<file path="src/rtl/seg_add_acc_if.sv">
// Handshake/data bundle between a requester and the segmented adder.
interface seg_add_acc_if #(
    parameter int unsigned WIDTH = 32,
    parameter int unsigned SEG   = 8
);
    logic             start;
    logic [WIDTH-1:0] a;
    logic [WIDTH-1:0] b;
    logic             cin;
    logic             acc;
    logic             acc_clr;
    logic             busy;
    logic             done;
    logic [WIDTH:0]   sum;

    modport master (
        output start, a, b, cin, acc, acc_clr,
        input  busy, done, sum
    );

    modport slave (
        input  start, a, b, cin, acc, acc_clr,
        output busy, done, sum
    );
endinterface

</file>
<file path="src/rtl/seg_add_acc.sv">
// Multi-cycle adder: one SEG-bit ripple slice per clock with a registered carry,
// plus an accumulator that can stand in for operand B.
module seg_add_acc #(
    parameter int unsigned WIDTH = 32,
    parameter int unsigned SEG   = 8
) (
    input logic          clk,
    input logic          reset,
    seg_add_acc_if.slave bus
);
    localparam int unsigned NSEG = WIDTH / SEG;
    localparam int unsigned IdxW = (NSEG > 1) ? $clog2(NSEG) : 1;

    typedef enum logic [1:0] {StIdle, StRun, StDone} state_e;

    state_e            state_q, state_d;
    logic [WIDTH-1:0]  a_q, a_d;
    logic [WIDTH-1:0]  b_q, b_d;
    logic [WIDTH-1:0]  res_q, res_d;
    logic [WIDTH-1:0]  acc_q, acc_d;
    logic [WIDTH:0]    sum_q, sum_d;
    logic              carry_q, carry_d;
    logic [IdxW-1:0]   idx_q, idx_d;

    logic [SEG-1:0]    seg_a, seg_b;
    logic [SEG:0]      seg_sum;
    logic [WIDTH-1:0]  res_next;

    assign seg_a   = a_q[idx_q*SEG +: SEG];
    assign seg_b   = b_q[idx_q*SEG +: SEG];
    assign seg_sum = {1'b0, seg_a} + {1'b0, seg_b} + {{SEG{1'b0}}, carry_q};

    always_comb begin
        res_next = res_q;
        res_next[idx_q*SEG +: SEG] = seg_sum[SEG-1:0];
    end

    always_comb begin
        state_d = state_q;
        a_d     = a_q;
        b_d     = b_q;
        res_d   = res_q;
        acc_d   = acc_q;
        sum_d   = sum_q;
        carry_d = carry_q;
        idx_d   = idx_q;
        unique case (state_q)
            StIdle, StDone: begin
                // Clear wins over a same-cycle accumulate read.
                if (bus.acc_clr) acc_d = '0;
                if (bus.start) begin
                    a_d     = bus.a;
                    b_d     = bus.acc ? (bus.acc_clr ? '0 : acc_q) : bus.b;
                    carry_d = bus.cin;
                    idx_d   = '0;
                    state_d = StRun;
                end else begin
                    state_d = StIdle;
                end
            end
            StRun: begin
                res_d   = res_next;
                carry_d = seg_sum[SEG];
                if (idx_q == IdxW'(NSEG - 1)) begin
                    sum_d   = {seg_sum[SEG], res_next};
                    acc_d   = res_next;
                    idx_d   = '0;
                    state_d = StDone;
                end else begin
                    idx_d = idx_q + 1'b1;
                end
            end
            default: state_d = StIdle;
        endcase
    end

    always_ff @(posedge clk) begin
        if (reset) begin
            state_q <= StIdle;
            a_q     <= '0;
            b_q     <= '0;
            res_q   <= '0;
            acc_q   <= '0;
            sum_q   <= '0;
            carry_q <= 1'b0;
            idx_q   <= '0;
        end else begin
            state_q <= state_d;
            a_q     <= a_d;
            b_q     <= b_d;
            res_q   <= res_d;
            acc_q   <= acc_d;
            sum_q   <= sum_d;
            carry_q <= carry_d;
            idx_q   <= idx_d;
        end
    end

    assign bus.busy = (state_q == StRun);
    assign bus.done = (state_q == StDone);
    assign bus.sum  = sum_q;
endmodule

</file>
<file path="src/flat_wrapper.sv">
// flat-port wrapper written by rule: the top's interface ports become plain ports
module seg_add_acc_flat 
#(
    parameter int unsigned WIDTH = 32,
    parameter int unsigned SEG   = 8
)
  (clk, reset, bus_start, bus_a, bus_b, bus_cin, bus_acc, bus_acc_clr, bus_busy, bus_done, bus_sum);
  seg_add_acc_if #(.WIDTH(WIDTH), .SEG(SEG)) bus_i ();
  input logic clk;
  input logic reset;
  input wire logic [$bits(bus_i.start)-1:0] bus_start;
  input wire logic [$bits(bus_i.a)-1:0] bus_a;
  input wire logic [$bits(bus_i.b)-1:0] bus_b;
  input wire logic [$bits(bus_i.cin)-1:0] bus_cin;
  input wire logic [$bits(bus_i.acc)-1:0] bus_acc;
  input wire logic [$bits(bus_i.acc_clr)-1:0] bus_acc_clr;
  output wire logic [$bits(bus_i.busy)-1:0] bus_busy;
  output wire logic [$bits(bus_i.done)-1:0] bus_done;
  output wire logic [$bits(bus_i.sum)-1:0] bus_sum;
  assign bus_i.start = bus_start;
  assign bus_i.a = bus_a;
  assign bus_i.b = bus_b;
  assign bus_i.cin = bus_cin;
  assign bus_i.acc = bus_acc;
  assign bus_i.acc_clr = bus_acc_clr;
  assign bus_busy = bus_i.busy;
  assign bus_done = bus_i.done;
  assign bus_sum = bus_i.sum;
  seg_add_acc #(.WIDTH(WIDTH), .SEG(SEG)) u_core (.clk(clk), .reset(reset), .bus(bus_i));
endmodule
</file>
<file path="config.mk">
export PLATFORM = sky130hd
export DESIGN_NAME = seg_add_acc_flat
export DESIGN_NICKNAME = d
export VERILOG_FILES = /design/src/rtl/seg_add_acc_if.sv /design/src/rtl/seg_add_acc.sv /design/src/flat_wrapper.sv
export SDC_FILE = /design/constraint.sdc
export NUM_CORES = 1
export LEC_CHECK = 0
export CORE_ASPECT_RATIO = 1.75
export CORE_MARGIN = 2
export CORE_UTILIZATION = 26
export DETAILED_ROUTE_END_ITERATION = 12
export GPL_ROUTABILITY_DRIVEN = 0
export MAX_ROUTING_LAYER = met4
export PLACE_DENSITY = 0.42
export SYNTH_ARGS = -nofsm -noshare
export SYNTH_HDL_FRONTEND = slang
export SYNTH_SLANG_ARGS = --single-unit
</file>
<file path="constraint.sdc">
create_clock -name clk -period 5 [get_ports clk]
set_clock_uncertainty 0.15 [all_clocks]
set_input_delay 1.25 -clock clk [delete_from_list [all_inputs] [get_ports clk]]
set_output_delay 1.25 -clock clk [all_outputs]
set_load 0.05 [all_outputs]
</file>
Word-level counts from Yosys, hierarchy flattened
Cells that the tools add are included.
{"block": "op_classes", "n_mux": 13, "n_addsub": 4, "shift": 4, "n_reduce_logical": 7, "eq_ne": 5}
{"op": "$mux W32", "count": 3}
{"op": "$pmux W32 S2", "count": 1}
{"op": "$shiftx A32 B6 Y8", "count": 2}
{"op": "$neg A5 Y34", "count": 1}
{"op": "$shift A8 B34 Y32 const A", "count": 1}
{"op": "$shiftx A8 B34 Y32", "count": 1}
{"op": "$bwmux W32", "count": 1}
{"op": "$add A8 B8 Y9", "count": 1}
{"op": "$add A9 B1 Y9", "count": 1}
{"op": "$pmux W2 S2", "count": 2}
{"op": "$reduce_and A2 Y1", "count": 4}
{"op": "$mux W2", "count": 3}
{"op": "$eq A2 B2 Y1 const B", "count": 2}
{"op": "$add A2 B1 Y2 const B", "count": 1}
{"op": "$eq A2 B1 Y1 const B", "count": 1}
{"op": "$logic_not A2 Y1", "count": 1}
{"op": "$mux W1", "count": 2}
{"op": "$ne A2 B1 Y1 const B", "count": 1}
{"op": "$ne A2 B2 Y1 const B", "count": 1}
{"op": "$pmux W1 S2", "count": 1}
{"op": "$reduce_bool A2 Y1", "count": 1}
{"op": "$reduce_or A2 Y1", "count": 1}
{"block": "word_totals", "out_inout_bits": 35, "inputBits": 70, "register_bits": 166}

Longest topological paths before layout
Gate-level depths: netlist of run 1.
{"block": "logic_depth", "depth_word": 7, "ltp_mapped": 10, "mapped_depth_nobuf": 8}

Least setup slack after synthesis of run 1
Ideal clock, no wire load.
{"block": "synth_path", "path_kind": "reg-to-reg", "from": "reg u_core.idx_q[0]", "to": "reg u_core.acc_q[14]", "stages_incl_launch_ff": 11, "slack_ns": 1.744, "required_ns": 4.764, "arrival_ns": 3.021, "path_cell_list": "dfxtp_1 > buf_6 > mux4_1 > fa_1 > fa_1 > a21o_1 > a221oi_2 > xnor2_1 > buf_6 > nand2_1 > a211oi_1"}
{"block": "synth_between", "elab_chain_cells": 7, "word_cells_on_any_way": 13, "cone_classes": "add/sub: 3; eq/ne: 2; shift: 4; mux: 3; reduce/logical: 1"}
{"element": "start, declared", "line_no": "seg_add_acc.sv:23", "source": "logic [IdxW-1:0] idx_q, idx_d;"}
{"element": "start signal, assigned", "line_no": "seg_add_acc.sv:95", "source": "idx_q <= idx_d;"}
{"element": "$shiftx A32 B6 Y8 (on tied branches)", "line_no": "seg_add_acc.sv:29, seg_add_acc.sv:30"}
{"element": "$add A8 B8 Y9", "line_no": "seg_add_acc.sv:31", "source": "assign seg_sum = {1'b0, seg_a} + {1'b0, seg_b} + {{SEG{1'b0}}, carry_q};"}
{"element": "$add A9 B1 Y9", "line_no": "seg_add_acc.sv:31"}
{"element": "$shiftx A8 B34 Y32", "line_no": "seg_add_acc.sv:35", "source": "res_next[idx_q*SEG +: SEG] = seg_sum[SEG-1:0];"}
{"element": "$bwmux W32", "line_no": "seg_add_acc.sv:35"}
{"element": "$mux W32", "line_no": "seg_add_acc.sv:64", "source": "if (idx_q == IdxW'(NSEG - 1)) begin"}
{"element": "$pmux W32 S2", "line_no": "seg_add_acc.sv:47", "source": "unique case (state_q)"}
{"element": "end signal, assigned", "line_no": "seg_add_acc.sv:83", "source": "acc_q <= '0;"}
{"element": "end signal, assigned", "line_no": "seg_add_acc.sv:92", "source": "acc_q <= acc_d;"}
{"element": "end, declared", "line_no": "seg_add_acc.sv:20", "source": "logic [WIDTH-1:0] acc_q, acc_d;"}
Parallel ways exist; a longest one is shown, timed or not. The select of a mux whose other input is x is not followed.
A chain may end at the register's enable or synchronous reset.

Worst setup path after layout of run 1
{"block": "layout_path", "from": "reg u_core.idx_q[0]", "to": "reg u_core.sum_q[14] (netlist: u_core.bus.sum[14])"}
{"block": "layout_between", "elab_chain_cells": 5, "word_cells_on_any_way": 10, "cone_classes": "add/sub: 3; eq/ne: 1; shift: 4; mux: 1; reduce/logical: 1"}
{"element": "$shiftx A32 B6 Y8 (on tied branches)", "line_no": "seg_add_acc.sv:29, seg_add_acc.sv:30"}
{"element": "$add A8 B8 Y9", "line_no": "seg_add_acc.sv:31"}
{"element": "$add A9 B1 Y9", "line_no": "seg_add_acc.sv:31"}
{"element": "$shiftx A8 B34 Y32", "line_no": "seg_add_acc.sv:35"}
{"element": "$bwmux W32", "line_no": "seg_add_acc.sv:35"}
{"element": "end signal, assigned", "line_no": "seg_add_acc.sv:93", "source": "sum_q <= sum_d;"}
{"element": "end, declared", "line_no": "seg_add_acc.sv:21", "source": "logic [WIDTH:0] sum_q, sum_d;"}
Parallel ways exist; a longest one is shown, timed or not.

==> impl_metrics.py, run 1 <==
metrics = {
    "outcome": {
        "status": "complete, no violations",
    },
    "timing": {
        "worst_pin_slew_ns": 1.214,
        "hold_viol": 0,
        "period_share_pct": 76.12,
        "whs_ns": 0.3016,
        "finalMaxSlewViolations": 0,
        "fmax_mhz": 262.7,
        "grt_setup_unrepaired": "false",
        "slew_headroom_pct": 18.49,
        "finalSetupViolations": 0,
        "tns_ns": 0,
        "fin_crit_ns": 3.806,
    },
    "cts": {
        "clock-sinks": 166,
        "insertion_delay_ns": 0.45,
        "cts-root-buf": "clkbuf_16",
        "cts_max_level": 4,
        "path_clk_slew_ns": 0.07,
        "cts_tree": "built",
        "post-cts-setup-buffers": 0,
        "ctsResizeCount": 0,
        "cts_buffer_depth": 2,
        "cts_hold_buffers": 0,
        "cts_buffers": 17,
    },
    "worst_hold_path": {
        "hp-start": "u_core.a_q[15]",
        "min_path_cells": 2,
        "holdCritPathClass": "reg -> reg",
        "min_to": "u_core.a_q[15]",
    },
    "logic_synthesis": {
        "synth_edf_count": 0,
        "synth_cell_types": 55,
        "yosysWarnings": 0,
        "synth-main-ff-cell": "dfxtp_1",
        "yosysTopAreaCell": "dfxtp_1",
        "ys_seq_area_share_pct": 43.86,
        "syn_nets": 950,
        "synth_area_leaders": "dfxtp_1, a21oi_1, nand2_1",
        "syn_inst": 865,
        "synth_top_area_share_pct": 43.86,
        "syn_area_um2": 7577,
        "synth.avg_cell_area_um2": 8.760,
        "async_flop_share_pct": 0,
        "ys_seq_elements": 166,
    },
    "worst_setup_path": {
        "cp.arrival_ns": 4.01,
        "crit_buf_inv": 1,
        "cp_cell_sequence": "buf_4 -> mux4_2 -> ha_1 -> and3_1 -> a221oi_2 -> xnor2_1 -> nand2_1 -> a211oi_1",
        "critPathCaptureType": "flop",
        "cp-start-kind": "flop",
        "critPathMaxFanout": 18,
        "critPathKind": "reg -> reg",
        "ff2ff_path_depth": 8,
        "r2r_slack_ns": 1.19,
        "timing.rr.end": "u_core.bus.sum[14]",
        "max_stage_delay_ns": 0.95,
        "slowest_stage": "xnor2_1",
        "crit_family": "XOR/XNOR gates",
        "worstPathRequired_ns": 5.20,
        "worstReg2RegStart": "u_core.idx_q[0]",
        "startpoint": "u_core.idx_q[0]",
    },
    "finish": {
        "multi_input_area_um2": 3924,
        "fillers": 2990,
        "drive_above_1_share_pct": 8.140,
        "nets": 1018,
        "final_common_cell": "dfxtp_1",
        "seq_area_um2": 3323,
        "diodes": 0,
        "area_delta_synth_final_pct": 25.43,
        "layout_common_cells": "dfxtp_1, nand2_1, a21oi_1",
    },
    "global_routing": {
        "grt_max_degree": 95,
        "grt_pass1_vias": 6495,
        "grt_pass1_wl_mm": 38.75,
        "antenna_found_initial": 0,
        "grt-ovfl-total": 0,
        "grt.total_usage_pct": 17.16,
    },
    "run": {
        "maxCapViolCount": 0,
    },
    "place": {
        "dpl.hpwl_mm": 17.04,
        "port-buffer-count": 104,
    },
    "detailed_routing": {
        "wire_per_inst_um": 18.58,
        "ant_nets": 0,
        "avgViaCountPerCell": 4.863,
        "drtPass1Iterations": 5,
        "num_vias": 6438,
        "drtIter0Drc": 341,
        "routed_wl_mm": 24.60,
        "drc_errors": 0,
    },
    "floorplanning": {
        "die_w_um": 133.0,
        "core_um2": 28630,
        "die_area_um2": 30580,
        "start_util_pct": 26.47,
        "die_h_um": 229.8,
        "ios": 105,
        "num_rows": 82,
    },
    "pwr": {
        "p_leak_nw": 3.278,
        "vdd_drop_max_mv": 0.2443,
        "power_density_nw_per_um2": 339.3,
    },
}
cells in the mapped netlist (all sizes together) (4+ instances only):
library cell    n
a21o            4
a311oi         25
nor4b           4
a21oi         111
a221oi         10
mux2i           8
buf            24
o21ai          24
a211oi         36
a22o            6
o22ai           4
inv             7
ha             13
clkbuf         47
nand3b         25
a32oi           5
nor3           19
nand3           6
a22oi           5
dfxtp         166
o211ai          4
nand2         124
nand2b         35
mux4           16
nor2b          30
nor2           84
power by group:
group          internal, mW  switching [mW]
combinational         0.180           0.271
sequential             1.38          0.0315
clock                 0.795           0.570
total                  2.35           0.873
through the flow:
step | setup slack, ns | util (%) | power (mW) | std cells | instance area [µm²]
after CTS | 1.176 | 33.20 | 3.273 | 1324 | 9504
after detailed placement | 1.156 | 31.11 | 1.896 | 1292 | 8905
after global placement | 1.280 | 31.11 | 1.895 | 1292 | 8905
after floorplan | 1.744 | - | 1.723 | 865 | 7577
after global routing | 0.8053 | 33.20 | 3.375 | 1324 | 9504
final | 1.194 | 33.20 | 3.225 | 1324 | 9504
area by class of cell:
| type | count | share of cell area, % |
|---|---|---|
| tap | 378 | 4.976 |
| sequential | 166 | 34.97 |
| inverter | 7 | 0.3291 |
| timing repair buffer | 120 | 12.14 |
| clock buffer | 19 | 4.660 |
| multi-input combinational | 621 | 41.28 |
| clock inverter | 13 | 1.646 |
flip-flops by register name, summed over array words and instances, names as in the netlist:
| register | flops |
|---|---|
| u_core.a_q | 32 |
| u_core.acc_q | 32 |
| u_core.b_q | 32 |
| u_core.bus.sum | 33 |
| u_core.carry_q | 1 |
| u_core.idx_q | 2 |
| u_core.res_q | 32 |
| u_core.state_q | 2 |
how the worst max path moves through the flow:
stage	to	cells past startpoint	slack (ns)
floorplan	u_core.acc_q[14]	10	1.74
global placement	u_core.acc_q[14]	8	1.28
detailed placement	u_core.acc_q[14]	8	1.16
CTS	u_core.acc_q[14]	8	1.18
global route	u_core.acc_q[14]	8	0.81
finish	u_core.bus.sum[14]	8	1.19
worst register-to-register path: cells and delay by family (launching register included):
kind | cells | cell delay [ns]
xor gates and xnor gates | 1 | 0.95
muxes | 1 | 0.59
DFF | 1 | 0.47
adders and majority gates | 1 | 0.43
buffers and inverters | 1 | 0.40
and+or+nand+nor | 2 | 0.37
AOI/OAI and AO/OA | 2 | 0.37
cells by family (layout without fill, tap and decap cells):
logic type	count (synthesis)	count (layout)	synth area share (%)
AND/OR/NAND/NOR	336	336	21.71
multiplexers	24	24	6.060
flip-flops	166	166	43.86
adder cells (fa/ha/maj)	15	15	2.675
AO/OA/AOI/OAI	241	241	20.54
buffers and inverters	78	159	4.475
XOR/XNOR	5	5	0.6772
routing by layer:
metal  GRT usage (%)  part of all wire [%]  vias to the layer above
li1                -                     -                     3213
met5               -                     0                        -
met3           3.086                   3.2                       21
met2           28.92                    51                      133
met4           6.048                   2.1                        0
met1           20.47                    44                     3071
No activity file was read; power rests on OpenSTA's default activity.
==> run 2: changes to the inputs <==
==> constraint.sdc (replaced) <==
create_clock -name clk -period 3.9 [get_ports clk]
set_clock_uncertainty 0.15 [all_clocks]
set_input_delay 0.975 -clock clk [delete_from_list [all_inputs] [get_ports clk]]
set_output_delay 0.975 -clock clk [all_outputs]
set_load 0.05 [all_outputs]
==> run 2 against run 1 <==
Compared with the run above: via count increased by 0.57%; sequential share of layout area decreased by 0.11 points; cell count increased by 0.45%; first-iteration DRC count increased by 21%; combinational power increased by 34%; global-route usage about the same; non-clock buffer count increased by 7; fmax increased by 8.0%; critical path depth unchanged; die area unchanged; final area increased by 0.33%; highest routed layer unchanged.
==> impl_metrics.py, run 2 (synthesized netlist as in run 1, its figures left out) <==
metrics = {
    "worst_setup_path": {
        "max_stage_delay_ns": 0.68,
        "cp_cell_sequence": "buf_4 -> mux4_1 -> fa_1 -> a21o_1 -> a21oi_1 -> xnor2_1 -> a21oi_1 -> a211oi_1",
        "critPathKind": "reg -> reg",
        "slowest_stage": "mux4_1",
        "critPathMaxFanout": 18,
        "cp-start-kind": "flop",
        "worstReg2RegStart": "u_core.idx_q[0]",
        "cp.arrival_ns": 3.73,
        "startpoint": "u_core.idx_q[0]",
        "crit_buf_inv": 1,
        "critical_path.most_common_cell": "a21oi_1",
        "critPathCaptureType": "flop",
        "worstPathRequired_ns": 4.11,
        "crit_family": "compound AO/OA/AOI/OAI gates",
    },
    "floorplanning": {
        "start_util_pct": 26.47,
        "die_w_um": 133.0,
        "die_h_um": 229.8,
        "die_area_um2": 30580,
        "num_rows": 82,
        "core_um2": 28630,
        "ios": 105,
    },
    "finish": {
        "seq_area_um2": 3323,
        "area_delta_synth_final_pct": 25.84,
        "final_util_pct": 33.31,
        "finalInstanceArea_um2": 9535,
        "layout_common_cells": "dfxtp_1, nand2_1, a21oi_1",
        "drive_above_1_share_pct": 8.508,
        "diodes": 0,
        "fillers": 3011,
        "largest_reg_flops": 33,
        "final_common_cell": "dfxtp_1",
        "multi_input_area_um2": 3924,
        "nets": 1025,
    },
    "detailed_routing": {
        "wire_per_inst_um": 18.72,
        "routed_wl_mm": 24.90,
        "num_vias": 6475,
        "drc_errors": 0,
        "drtIter0Drc": 414,
        "ant_nets": 0,
        "drtPass1Iterations": 6,
        "avgViaCountPerCell": 4.868,
    },
    "global_routing": {
        "antenna_found_initial": 0,
        "grt-ovfl-total": 0,
        "top_usage_layer": "met2",
        "grt_max_degree": 104,
        "grt.total_usage_pct": 17.15,
        "grt_pass1_vias": 6447,
        "met3_usage_pct": 2.403,
        "grt_pass1_wl_mm": 38.59,
        "grtUsageMet2_pct": 29.26,
        "grt_use_met1_pct": 20.35,
    },
    "timing": {
        "grt_setup_unrepaired": "false",
        "tns_ns": 0,
        "period_share_pct": 90.32,
        "finalMaxSlewViolations": 0,
        "hold_viol": 0,
        "whs_ns": 0.3029,
        "finalSetupViolations": 0,
        "worst_pin_slew_ns": 1.046,
        "fmax_mhz": 283.9,
        "slew_headroom_pct": 30.23,
        "fin_crit_ns": 3.523,
    },
    "cts": {
        "cts_tree": "built",
        "clock-sinks": 166,
        "cts-root-buf": "clkbuf_16",
        "insertion_delay_ns": 0.45,
        "cts_buffers": 17,
        "ctsResizeCount": 0,
        "path_clk_slew_ns": 0.07,
        "cts_buffer_depth": 2,
        "cts_max_level": 4,
        "cts_hold_buffers": 0,
        "post-cts-setup-buffers": 0,
    },
    "worst_hold_path": {
        "holdCritPathClass": "reg -> reg",
        "hp-start": "u_core.res_q[7]",
    },
    "place": {
        "dpl_cell_area_um2": 8982,
        "dpl.hpwl_mm": 17.06,
        "port-buffer-count": 104,
    },
    "pwr": {
        "p_leak_nw": 3.303,
        "vdd_drop_max_mv": 0.3345,
        "power_density_nw_per_um2": 423.8,
    },
    "outcome": {
        "status": "complete, no violations",
    },
    "run": {
        "maxCapViolCount": 0,
    },
}
[run 2: where the power goes]
group          switching (mW)  total [mW]  internal [mW]
clock network           0.713        1.63          0.921
logic                   0.352       0.601          0.249
registers              0.0394        1.81           1.77
total                    1.10        4.04           2.94
[run 2: final timing paths]
| path | endpoint | slack [ns] | cells past startpoint |
|---|---|---|---|
| max | u_core.bus.sum[28] | 0.38 | 8 |
| min | u_core.res_q[7] | 0.30 | 2 |
| max reg2reg | u_core.bus.sum[28] | 0.38 | 8 |
| min reg2reg | u_core.res_q[7] | 0.30 | 2 |
[run 2: area by class of cell]
| class | count | share of cell area (%) |
|---|---|---|
| sequential | 166 | 34.85 |
| multi-input combinational | 621 | 41.15 |
| clock buffer | 23 | 5.012 |
| inverter | 7 | 0.3280 |
| clock inverter | 8 | 0.7873 |
| tap | 378 | 4.960 |
| timing repair buffer | 127 | 12.91 |
[run 2: per-stage QoR]
step	setup slack, ns	power [mW]	std cells
2_1_floorplan	0.6439	2.209	865
3_3_place_gp	0.4496	2.449	1299
5_1_grt	0.1688	4.218	1330
6_report	0.3775	4.041	1330
3_5_place_dp	0.3642	2.454	1299
4_1_cts	0.3221	4.104	1330
[run 2: worst register-to-register path, cell delays in order (launching register included)]
cell and delay, ns:
dfxtp_1 0.47, buf_4 0.41, mux4_1 0.68, fa_1 0.46
a21o_1 0.23, a21oi_1 0.19, xnor2_1 0.38, a21oi_1 0.21
a211oi_1 0.27
[run 2: layer usage]
metal	routed length, µm	vias to the layer above
met4	518	0
met1	10810	3104
met2	12930	126
li1	-	3222
met3	640	23
met5	0	-
